==> src/rtl/spgd_pkg.sv <==
// spgd_pkg: shared definitions for the SPGD dither sequencer.
//   state_t      - sequencer state encoding
//   LFSR_TAPS    - feedback mask for the x^16+x^14+x^13+x^11+1 Fibonacci LFSR
//   DEFAULT_SEED - seed substituted when a zero seed is supplied
//   FRAC_W       - fraction bits of the Q16.16 metric/gain words
package spgd_pkg;

  typedef enum logic [3:0] {
    S_IDLE, S_APPLY_P, S_SETTLE_P, S_MEAS_P, S_CAPT_P,
    S_APPLY_M, S_SETTLE_M, S_MEAS_M, S_CAPT_M, S_UPDATE, S_ERROR
  } state_t;

  // Shift-right form: polynomial tap t feeds from bit 16-t (bits 0,2,3,5).
  localparam logic [15:0] LFSR_TAPS    = 16'h002D;
  localparam logic [15:0] DEFAULT_SEED = 16'hACE1;
  localparam int          FRAC_W       = 16;

  function automatic logic [15:0] lfsr_next(input logic [15:0] l);
    return {^(l & LFSR_TAPS), l[15:1]};
  endfunction

endpackage

==> src/rtl/dac_sat_add.sv <==
// dac_sat_add: unsigned DAC code plus signed offset, saturated to the code range.
//   i_base - current code (unsigned)
//   i_off  - signed offset, magnitude at most 2^DAC_WIDTH-1
//   o_sum  - result clamped to [0, 2^DAC_WIDTH-1]
module dac_sat_add #(
  parameter int DAC_WIDTH = 14
)(
  input  logic [DAC_WIDTH-1:0]  i_base,
  input  logic signed [DAC_WIDTH:0] i_off,
  output logic [DAC_WIDTH-1:0]  o_sum
);

  // Two extra bits hold both underflow (sign) and overflow (bit DAC_WIDTH).
  logic signed [DAC_WIDTH+1:0] w_sum;

  assign w_sum = $signed({2'b00, i_base}) + $signed({i_off[DAC_WIDTH], i_off});

  always_comb begin
    o_sum = w_sum[DAC_WIDTH-1:0];
    if (w_sum[DAC_WIDTH+1])  o_sum = '0;
    else if (w_sum[DAC_WIDTH]) o_sum = '1;
  end

endmodule

==> src/rtl/spgd_dither_seq.sv <==
// spgd_dither_seq: two-sided dither SPGD sequencer for a single DAC channel.
//   Applies base+s*AMP, settles, measures, applies base-s*AMP, settles, measures,
//   then steps base by s*((Jp-Jm)*GAIN_MU >>> 32). s comes from a 16-bit LFSR.
//   Inputs : ADC_CLK, RST (async high), START, STOP, BASE_INIT, DITHER_AMP,
//            GAIN_MU, LFSR_SEED, ADC_DONE, METRIC_IN
//   Outputs: ADC_EN, DAC_CODE_OUT, BUSY, ERR (sticky timeout), ITER_COUNT
module spgd_dither_seq
  import spgd_pkg::*;
#(
  parameter int FP_WIDTH       = 32,
  parameter int DAC_WIDTH      = 14,
  parameter int SETTLE_CYCLES  = 64,
  parameter int TIMEOUT_CYCLES = 65535
)(
  input  logic                 ADC_CLK,
  input  logic                 RST,
  input  logic                 START,
  input  logic                 STOP,
  input  logic [DAC_WIDTH-1:0] BASE_INIT,
  input  logic [DAC_WIDTH-1:0] DITHER_AMP,
  input  logic [FP_WIDTH-1:0]  GAIN_MU,
  input  logic [15:0]          LFSR_SEED,
  input  logic                 ADC_DONE,
  input  logic [FP_WIDTH-1:0]  METRIC_IN,
  output logic                 ADC_EN,
  output logic [DAC_WIDTH-1:0] DAC_CODE_OUT,
  output logic                 BUSY,
  output logic                 ERR,
  output logic [15:0]          ITER_COUNT
);

  localparam int PW = 2*FP_WIDTH + 1;
  localparam logic [31:0] SETTLE_LAST  = 32'(SETTLE_CYCLES - 1);
  localparam logic [31:0] TIMEOUT_LAST = 32'(TIMEOUT_CYCLES - 1);
  localparam logic signed [PW-1:0] STEP_MAX = PW'((1 << DAC_WIDTH) - 1);
  localparam logic signed [PW-1:0] STEP_MIN = -STEP_MAX;

  state_t r_state, w_next;
  logic [31:0]          r_cnt;
  logic [DAC_WIDTH-1:0] r_base, r_dac;
  logic [15:0]          r_lfsr, r_iter;
  logic [FP_WIDTH-1:0]  r_jp, r_jm;
  logic                 r_err, r_stop;

  logic                       w_s, w_load;
  logic signed [FP_WIDTH:0]   w_d;
  logic signed [PW-1:0]       w_prod, w_sh;
  logic signed [DAC_WIDTH:0]  w_step, w_amp, w_off;
  logic [DAC_WIDTH-1:0]       w_sum;

  assign DAC_CODE_OUT = r_dac;
  assign ERR          = r_err;
  assign ITER_COUNT   = r_iter;

  assign w_s    = r_lfsr[0];
  assign w_load = (r_state == S_IDLE || r_state == S_ERROR) && START && !STOP;

  // Q16.16 * Q16.16 -> Q32.32; dropping 32 fraction bits leaves whole DAC codes.
  assign w_d    = $signed({r_jp[FP_WIDTH-1], r_jp}) - $signed({r_jm[FP_WIDTH-1], r_jm});
  assign w_prod = PW'(w_d) * PW'($signed(GAIN_MU));
  assign w_sh   = w_prod >>> (2*FRAC_W);
  assign w_step = (w_sh > STEP_MAX) ? STEP_MAX[DAC_WIDTH:0] :
                  (w_sh < STEP_MIN) ? STEP_MIN[DAC_WIDTH:0] : w_sh[DAC_WIDTH:0];
  assign w_amp  = $signed({1'b0, DITHER_AMP});

  // One shared saturating adder: dither offset in APPLY_x, gradient step in UPDATE.
  always_comb begin
    w_off = '0;
    case (r_state)
      S_APPLY_P: w_off = w_s ? w_amp : -w_amp;
      S_APPLY_M: w_off = w_s ? -w_amp : w_amp;
      default:   w_off = w_s ? w_step : -w_step;
    endcase
  end

  dac_sat_add #(.DAC_WIDTH(DAC_WIDTH)) u_add (
    .i_base (r_base),
    .i_off  (w_off),
    .o_sum  (w_sum)
  );

  always_ff @(posedge ADC_CLK or posedge RST) begin
    if (RST) r_state <= S_IDLE;
    else     r_state <= w_next;
  end

  always_comb begin
    w_next = r_state;
    ADC_EN = 1'b0;
    BUSY   = 1'b1;
    case (r_state)
      S_IDLE, S_ERROR: begin
        BUSY = 1'b0;
        if (w_load) w_next = S_APPLY_P;
      end
      S_APPLY_P:  w_next = S_SETTLE_P;
      S_SETTLE_P: if (r_cnt == SETTLE_LAST) w_next = S_MEAS_P;
      S_MEAS_P: begin
        ADC_EN = 1'b1;
        if (ADC_DONE)                   w_next = S_CAPT_P;
        else if (r_cnt == TIMEOUT_LAST) w_next = S_ERROR;
      end
      S_CAPT_P:   w_next = S_APPLY_M;
      S_APPLY_M:  w_next = S_SETTLE_M;
      S_SETTLE_M: if (r_cnt == SETTLE_LAST) w_next = S_MEAS_M;
      S_MEAS_M: begin
        ADC_EN = 1'b1;
        if (ADC_DONE)                   w_next = S_CAPT_M;
        else if (r_cnt == TIMEOUT_LAST) w_next = S_ERROR;
      end
      S_CAPT_M:   w_next = S_UPDATE;
      // STOP in the UPDATE cycle itself also counts as seen this iteration.
      S_UPDATE:   w_next = (r_stop || STOP) ? S_IDLE : S_APPLY_P;
      default:    w_next = S_IDLE;
    endcase
  end

  always_ff @(posedge ADC_CLK or posedge RST) begin
    if (RST) begin
      r_cnt  <= '0;
      r_base <= '0;
      r_dac  <= '0;
      r_lfsr <= DEFAULT_SEED;
      r_jp   <= '0;
      r_jm   <= '0;
      r_err  <= 1'b0;
      r_iter <= '0;
      r_stop <= 1'b0;
    end else begin
      // Counter restarts on every state change, so SETTLE/MEAS see 0 on entry.
      r_cnt <= (w_next != r_state) ? '0 : r_cnt + 32'd1;

      if (BUSY && STOP)       r_stop <= 1'b1;
      if (w_next == S_IDLE)   r_stop <= 1'b0;

      case (r_state)
        S_IDLE, S_ERROR: if (w_load) begin
          r_base <= BASE_INIT;
          r_lfsr <= (LFSR_SEED == 16'h0) ? DEFAULT_SEED : LFSR_SEED;
          r_err  <= 1'b0;
          r_iter <= '0;
          r_stop <= 1'b0;
        end
        S_APPLY_P, S_APPLY_M: r_dac <= w_sum;
        S_MEAS_P, S_MEAS_M: if (w_next == S_ERROR) begin
          r_err <= 1'b1;
          r_dac <= r_base;
        end
        S_CAPT_P: r_jp <= METRIC_IN;
        S_CAPT_M: r_jm <= METRIC_IN;
        S_UPDATE: begin
          r_base <= w_sum;
          r_dac  <= w_sum;
          r_lfsr <= lfsr_next(r_lfsr);
          r_iter <= r_iter + 16'd1;
        end
        default: ;
      endcase
    end
  end

endmodule

==> config.mk <==
export PLATFORM = sky130hd
export DESIGN_NAME = spgd_dither_seq
export DESIGN_NICKNAME = d
export VERILOG_FILES = /design/src/rtl/spgd_pkg.sv /design/src/rtl/dac_sat_add.sv /design/src/rtl/spgd_dither_seq.sv
export SDC_FILE = /design/constraint.sdc
export NUM_CORES = 2
export LEC_CHECK = 0
export BUFFER_PORTS_ARGS = -buffer_cell sky130_fd_sc_hd__clkbuf_2
export CAP_MARGIN = 20
export CORE_UTILIZATION = 40
export DETAILED_ROUTE_END_ITERATION = 7
export MAX_ROUTING_LAYER = met4
export SETUP_SLACK_MARGIN = 0.5
export SLEW_MARGIN = 10
export SYNTH_ARGS = -nofsm -noshare
export SYNTH_HDL_FRONTEND = slang
export SYNTH_SLANG_ARGS = --single-unit
==> constraint.sdc <==
create_clock -name ADC_CLK -period 44.1 [get_ports ADC_CLK]
set_clock_uncertainty 0.2 [all_clocks]
set_input_delay 0 -clock ADC_CLK [delete_from_list [all_inputs] [get_ports ADC_CLK]]
set_output_delay 0 -clock ADC_CLK [all_outputs]
set_load 0.02 [all_outputs]
Word-level counts from Yosys, hierarchy flattened
Index checks and enable logic that the tools add are counted.
- register bits: 162
- input port bits: 113
- output and inout port bits: 33
- logic and storage cells: 89
- $add $sub $neg: 6
- multiply operators: 1
- order comparisons: 2
- equality and inequality tests: 16
- mux-type cells: 35
- reduce and logical (&&, ||, !) cells: 19
- operators with widths (cell ; count):
    $mux 15 ; 5
    $mul 33x32->65 ; 1
    $pmux 16 s2 ; 2
    $mux 14 ; 4
    $pmux 14 s2 ; 2
    $mux 16 ; 3
    $pmux 4 s10 ; 1
    $gt 33x15->1 const B ; 1
    $lt 33x15->1 const B ; 1
    $sub 32x32->33 ; 1
    $add 32x1->32 const B ; 1
    $eq 32x16->1 const B ; 1
    $eq 32x6->1 const B ; 1
    $mux 32 ; 1
    $pmux 15 s2 ; 1
    $mux 4 ; 6
    $add 15x15->16 ; 1
    $add 16x1->16 const B ; 1
    $eq 4x3->1 const B ; 4
    $eq 4x4->1 const B ; 4
    $logic_not 16->1 ; 1
    $reduce_xor 16->1 ; 1
    $neg 14->15 ; 1
    $neg 15->15 ; 1
    16 further kinds ; 33

Longest topological paths before layout
- word-level depth: 12
- depth in mapped cells: 67
- mapped depth without buffers: 63

Modules after synthesis
Synthesis repeated with hierarchy kept, for this count alone.
- cell total of the unflattened synthesis: 5293
- area total of the unflattened synthesis: 48103.6 um^2
- by module, submodules not included (module ; times used ; cells an instance ; area each (um^2) ; seq. area each (um^2)):
    spgd_dither_seq ; 1 ; 5192 ; 47297.9 ; 4063.9
    dac_sat_add ; 1 ; 101 ; 805.8 ; 0.0

Worst setup path before layout
Ideal clock, no wire load.
- path kind: register to register
- start point: register r_jp[0]
- end point: register r_base[10]
- setup time: 0.118 ns
- data arrival time: 14.542 ns
- required time: 43.782 ns
- setup slack: 29.240 ns
- cell stages (with the launch flop): 62
- path buffers: 3
- period minus slack after synthesis: 14.860 ns
- cell sequence: dfrtp_1 > inv_1 > ha_1 > fa_1 > nor2b_1 > o21ai_0 > a21boi_0 > o21ai_0 > a21o_1 > a21oi_1 > o311ai_0 > a21oi_1 > o211ai_1 > nand4_1 > nand2_1 > nor3_1 > o22ai_1 > clkbuf_1 > [26 not listed] > a211oi_1 > a31o_2 > fa_1 > nor2b_1 > o21ai_0 > a21boi_0 > o21ai_0 > a21oi_1 > o21ai_0 > a21boi_0 > o21ai_0 > a211oi_1 > or2_2 > o2111ai_1 > nor2_1 > clkbuf_1 > nand3_1 > a21o_1
- longest elaborated chain between the ends: 12
- elaborated cells between the ends (all ways): 13
- classes of those cells: add/sub: 3; mul: 1; order compare: 2; mux: 7
- RTL lines (element ; line ; source):
    start, declared ; spgd_dither_seq.sv:42 ; logic [FP_WIDTH-1:0] r_jp, r_jm;
    start signal, assigned ; spgd_dither_seq.sv:124 ; r_jp <= '0;
    start signal, assigned ; spgd_dither_seq.sv:149 ; S_CAPT_P: r_jp <= METRIC_IN;
    $sub 32x32->33 (*) ; spgd_dither_seq.sv:59 ; assign w_d = $signed({r_jp[FP_WIDTH-1], r_jp}) - $signed({r_jm[FP_WIDTH-1], r_jm});
    $mul 33x32->65 (*) ; spgd_dither_seq.sv:60 ; assign w_prod = PW'(w_d) * PW'($signed(GAIN_MU));
    $lt 33x15->1 ; spgd_dither_seq.sv:63 ; (w_sh < STEP_MIN) ? STEP_MIN[DAC_WIDTH:0] : w_sh[DAC_WIDTH:0];
    $mux 15 ; spgd_dither_seq.sv:63 ;
    $mux 15 (*) ; spgd_dither_seq.sv:62 ; assign w_step = (w_sh > STEP_MAX) ? STEP_MAX[DAC_WIDTH:0] :
    $neg 15->15 ; spgd_dither_seq.sv:72 ; default: w_off = w_s ? w_step : -w_step;
    $mux 15 (*) ; spgd_dither_seq.sv:72 ;
    $pmux 15 s2 (*) ; spgd_dither_seq.sv:69 ; case (r_state)
    $add 15x15->16 (*) ; dac_sat_add.sv:16 ; assign w_sum = $signed({2'b00, i_base}) + $signed({i_off[DAC_WIDTH], i_off});
    $mux 14 ; dac_sat_add.sv:21 ; else if (w_sum[DAC_WIDTH]) o_sum = '1;
    $mux 14 (*) ; dac_sat_add.sv:20 ; if (w_sum[DAC_WIDTH+1]) o_sum = '0;
    $pmux 14 s2 (*) ; spgd_dither_seq.sv:136 ; case (r_state)
    end signal, assigned ; spgd_dither_seq.sv:152 ; r_base <= w_sum;
    end, declared ; spgd_dither_seq.sv:40 ; logic [DAC_WIDTH-1:0] r_base, r_dac;
Mark *: on every way between the ends. The rest lies on a longest branch, timed or not.
A chain may end at the register's enable or synchronous reset.

Worst setup path in the final report
- start point: register r_jp[0]
- end point: register r_base[6]
Same word-level chain as after synthesis.

==> results by group <==
Run status
  • Status: complete, no violations

Detailed routing
  • Post-route DRC: 0
  • Vias/cell: between 5 and 6
  • Detailed Route Iter0 Violations: between 1,500 and 2,000
  • Via Count: 34,500
  • 1st-pass router iterations: 5
  • Average wire per standard cell: 18.1 um
  • Drt total wl: 123,000 um
  • ANT nets after route: 0

Final layout
  • Area growth from synthesis to layout: 7.87%
  • Finished Cell Area: 51,500 um^2
  • Share of layout cells above drive strength 1: 0.0639
  • Fin nets: approximately 6,700

Logic synthesis
  • Synth Flop Type: dfrtp_1
  • Yosys reg bits: 162
  • Top-area cell type share of the netlist area: 0.467
  • Synth area leaders: fa_1 47%, inv_1 8.9%, dfrtp_1 8.1%
  • Synthesized Nets: approximately 6,700
  • Mapped Area: 47,700 um^2
  • Ys async rst share: 1.00
  • Gate Count Post-Synth: between 5,000 and 6,000
  • Post-synth EDFFs: 0
  • Most area-hungry cell type in the Yosys netlist: fa_1
  • Register area share after synthesis: 0.0851
  • Synth warnings: 0
  • Synth cell types: 79
  • Avg Cell Area, Syn: about 9.2 um^2

Clock tree
  • Root buffer cell: clkbuf_16
  • # Post-CTS Setup Buffers: 0
  • CTS clock-pin slew for the worst setup and hold paths: around 0.080 ns
  • Htree depth: 4
  • CTS tree: done
  • Total CTS buffers: 17
  • Clk Latency, worst-skew pair: between 0.4 and 0.5 ns
  • TritonCTS Sinks: about 160
  • Longest Clk Path Bufs: 2

Floorplan
  • Core ar.: 118,000 um^2
  • Die area: about 120,000 um^2
  • Die Ht: ~350 um
  • Ports: between 100 and 150
  • Initial Util: 0.404
  • Die width: approximately 350 um
  • # rows: 126

GRT
  • Vias in the first global route: 37,700
  • Initial antenna violation count: 8
  • GRT Util Overall: 0.220
  • GR Overflow Total: 0
  • Largest net degree at the start of global routing: between 100 and 150
  • First-pass GRT wire length: a little over 200,000 um

STA
  • Relative slew margins: 0.260
  • Fmax: between 0.05 and 0.06 GHz
  • Final setup violation count: 0
  • Final Max Tran Viols: 0
  • Final min period: between 15 and 20 ns
  • Hold Fails Final Rpt: 0
  • Hold WS: 0.121 ns
  • Worst-margin pin slew: 1.10 ns
  • Setup TNS: 0 ns
  • Tcrit/Tclk final: 0.391
  • Unrepaired setup endpoints after global routing: no

Placement
  • Placer congestion estimate: roughly 0.93
  • Post-DP HPWL: 101,000 um
  • Buffers on Ports: 145
  • DP Area: roughly 50,000 um^2

Critical path
  • Max incr delay on CP: approximately 0.56 ns
  • Worst Path Required: 44.24 ns
  • Most common cell on crit path: fa_1
  • Crit Path Max Fanout: 32
  • Critical Path Slowest Stage Cell: fa_1
  • CP Class: reg -> reg
  • CP Data Arrival Time: roughly 17 ns
  • CP Capture Type: flip-flop
  • CP Launch Type: flip-flop

Run
  • Max_cap viols: 0

Hold path
  • Type of the tightest min-delay check: in -> reg
## state kept, by name, indices dropped and copies added (netlist names)
name / flops
r_lfsr: 16
ITER_COUNT: 16
r_base: 14
r_state: 4
r_jp: 32
r_cnt: 32
r_jm: 32
DAC_CODE_OUT: 14
r_stop: 1
ERR: 1
## cell usage in the layout (no fill, tap or decap), types with 17 or more instances in the layout
cell,synthesis,layout
ha_1,232,232
a21oi_1,116,116
nand2b_1,42,42
and2_1,575,575
nor3_1,35,33
a211oi_1,17,17
a31oi_1,17,17
inv_1,1133,1132
nor2_1,175,171
dlygate4sd3_1,0,75
buf_4,1,51
nand2_1,586,586
mux2_2,35,35
dfrtp_1,154,154
nor4_1,21,21
fa_1,1113,1113
o21ai_0,134,134
clkbuf_2,0,145
o21a_1,22,22
xnor2_2,0,21
nor2b_1,49,49
xor2_1,53,47
nand3_1,52,52
clkbuf_16,0,17
xnor2_1,85,64
a21o_1,39,39
nand4_1,25,25
o211ai_1,19,19
mux2i_1,18,18
## area by class of cell
type	count	area (um^2)
Tap cell	1536	1920
Fill cell	11600	66700
Clock inverter	13	136
Sequential cell	162	4060
Clock buffer	19	453
Antenna cell	12	30.0
Timing Repair Buffer	273	1910
Inverter	1133	4260
Multi-Input combinational cell	3659	38700
## stage by stage
stage | std cells | setup WS, ns | utilization
final | 6807 | 26.86 | 0.435
after global routing | 6802 | 25.54 | 0.435
after CTS | 6792 | 26.44 | 0.435
after detailed placement | 6686 | 26.51 | 0.424
after global placement | 6684 | 26.64 | 0.423
after floorplan | 5204 | 29.24 | -
## worst paths after layout
kind	startpoint	slack [ns]	cells past startpoint	endpoint
worst min-delay path	METRIC_IN[5]	0.12	4	r_jm[5]$_DFFE_PP0N_
max in group asynchronous	RST	41.84	6	r_jp[22]$_DFFE_PP0P_
worst min register to register	r_lfsr[10]$_DFFE_PP1P_	0.28	2	r_lfsr[10]$_DFFE_PP1P_
min in group asynchronous	RST	0.41	4	r_jp[6]$_DFFE_PP0P_
worst max register to register	r_jp[0]$_DFFE_PP0P_	26.86	59	r_base[6]$_DFFE_PP0P_
worst max-delay path	r_jp[0]$_DFFE_PP0P_	26.86	59	r_base[6]$_DFFE_PP0P_
## cells in the mapped netlist, drive strengths merged, types with 35 or more instances
master / instances
nor3: 35
xor2: 53
dfrtp: 154
o21ai: 144
clkbuf: 244
nand2: 586
nor2b: 49
inv: 1133
nand3: 52
a21o: 39
mux2: 35
nor2: 176
a21oi: 118
xnor2: 85
nand2b: 42
and2: 575
fa: 1113
ha: 232
## cell families (layout without fill, tap and decap cells)
| kind of cell | count (synthesis) | count (layout) | synth area share |
|---|---|---|---|
| simple gates | 1635 | 1635 | 0.175 |
| buf+inv | 1383 | 1438 | 0.109 |
| fa+ha+maj | 1345 | 1345 | 0.528 |
| compound gates | 488 | 488 | 0.0657 |
| flops | 162 | 162 | 0.0851 |
| xor+xnor | 138 | 138 | 0.0253 |
| mux | 53 | 53 | 0.0120 |
| other cells | 0 | 12 | 0 |
## metal layers
metal,vias to the layer above,global-route usage,share of wire
li1,15700,-,-
met1,18000,0.307,0.47
met2,748,0.364,0.49
met3,66,0.0139,0.038
met4,0,0.0279,0.0091
met5,-,-,0
## worst max-delay path, delay by kind of cell, from the launching register on
kind / cells / cell delay, ns
adder cells (fa/ha/maj): 12 / 5.17
AND/OR/NAND/NOR: 11 / 2.52
AO/OA/AOI/OAI: 29 / 7.57
buffers and inverters: 5 / 0.85
XOR/XNOR: 2 / 0.45
flip-flops: 1 / 0.33
## repair_timing
| item | CTS | global route |
|---|---|---|
| hold buffers | 74 | 1 |
| gates resized for setup | 0 | 0 |
| hold endpoints to repair | 200 | 22 |
Power is left out: the tool's default activity adds up to more than one toggle a clock period on the data nets, which glitch-free logic cannot reach.
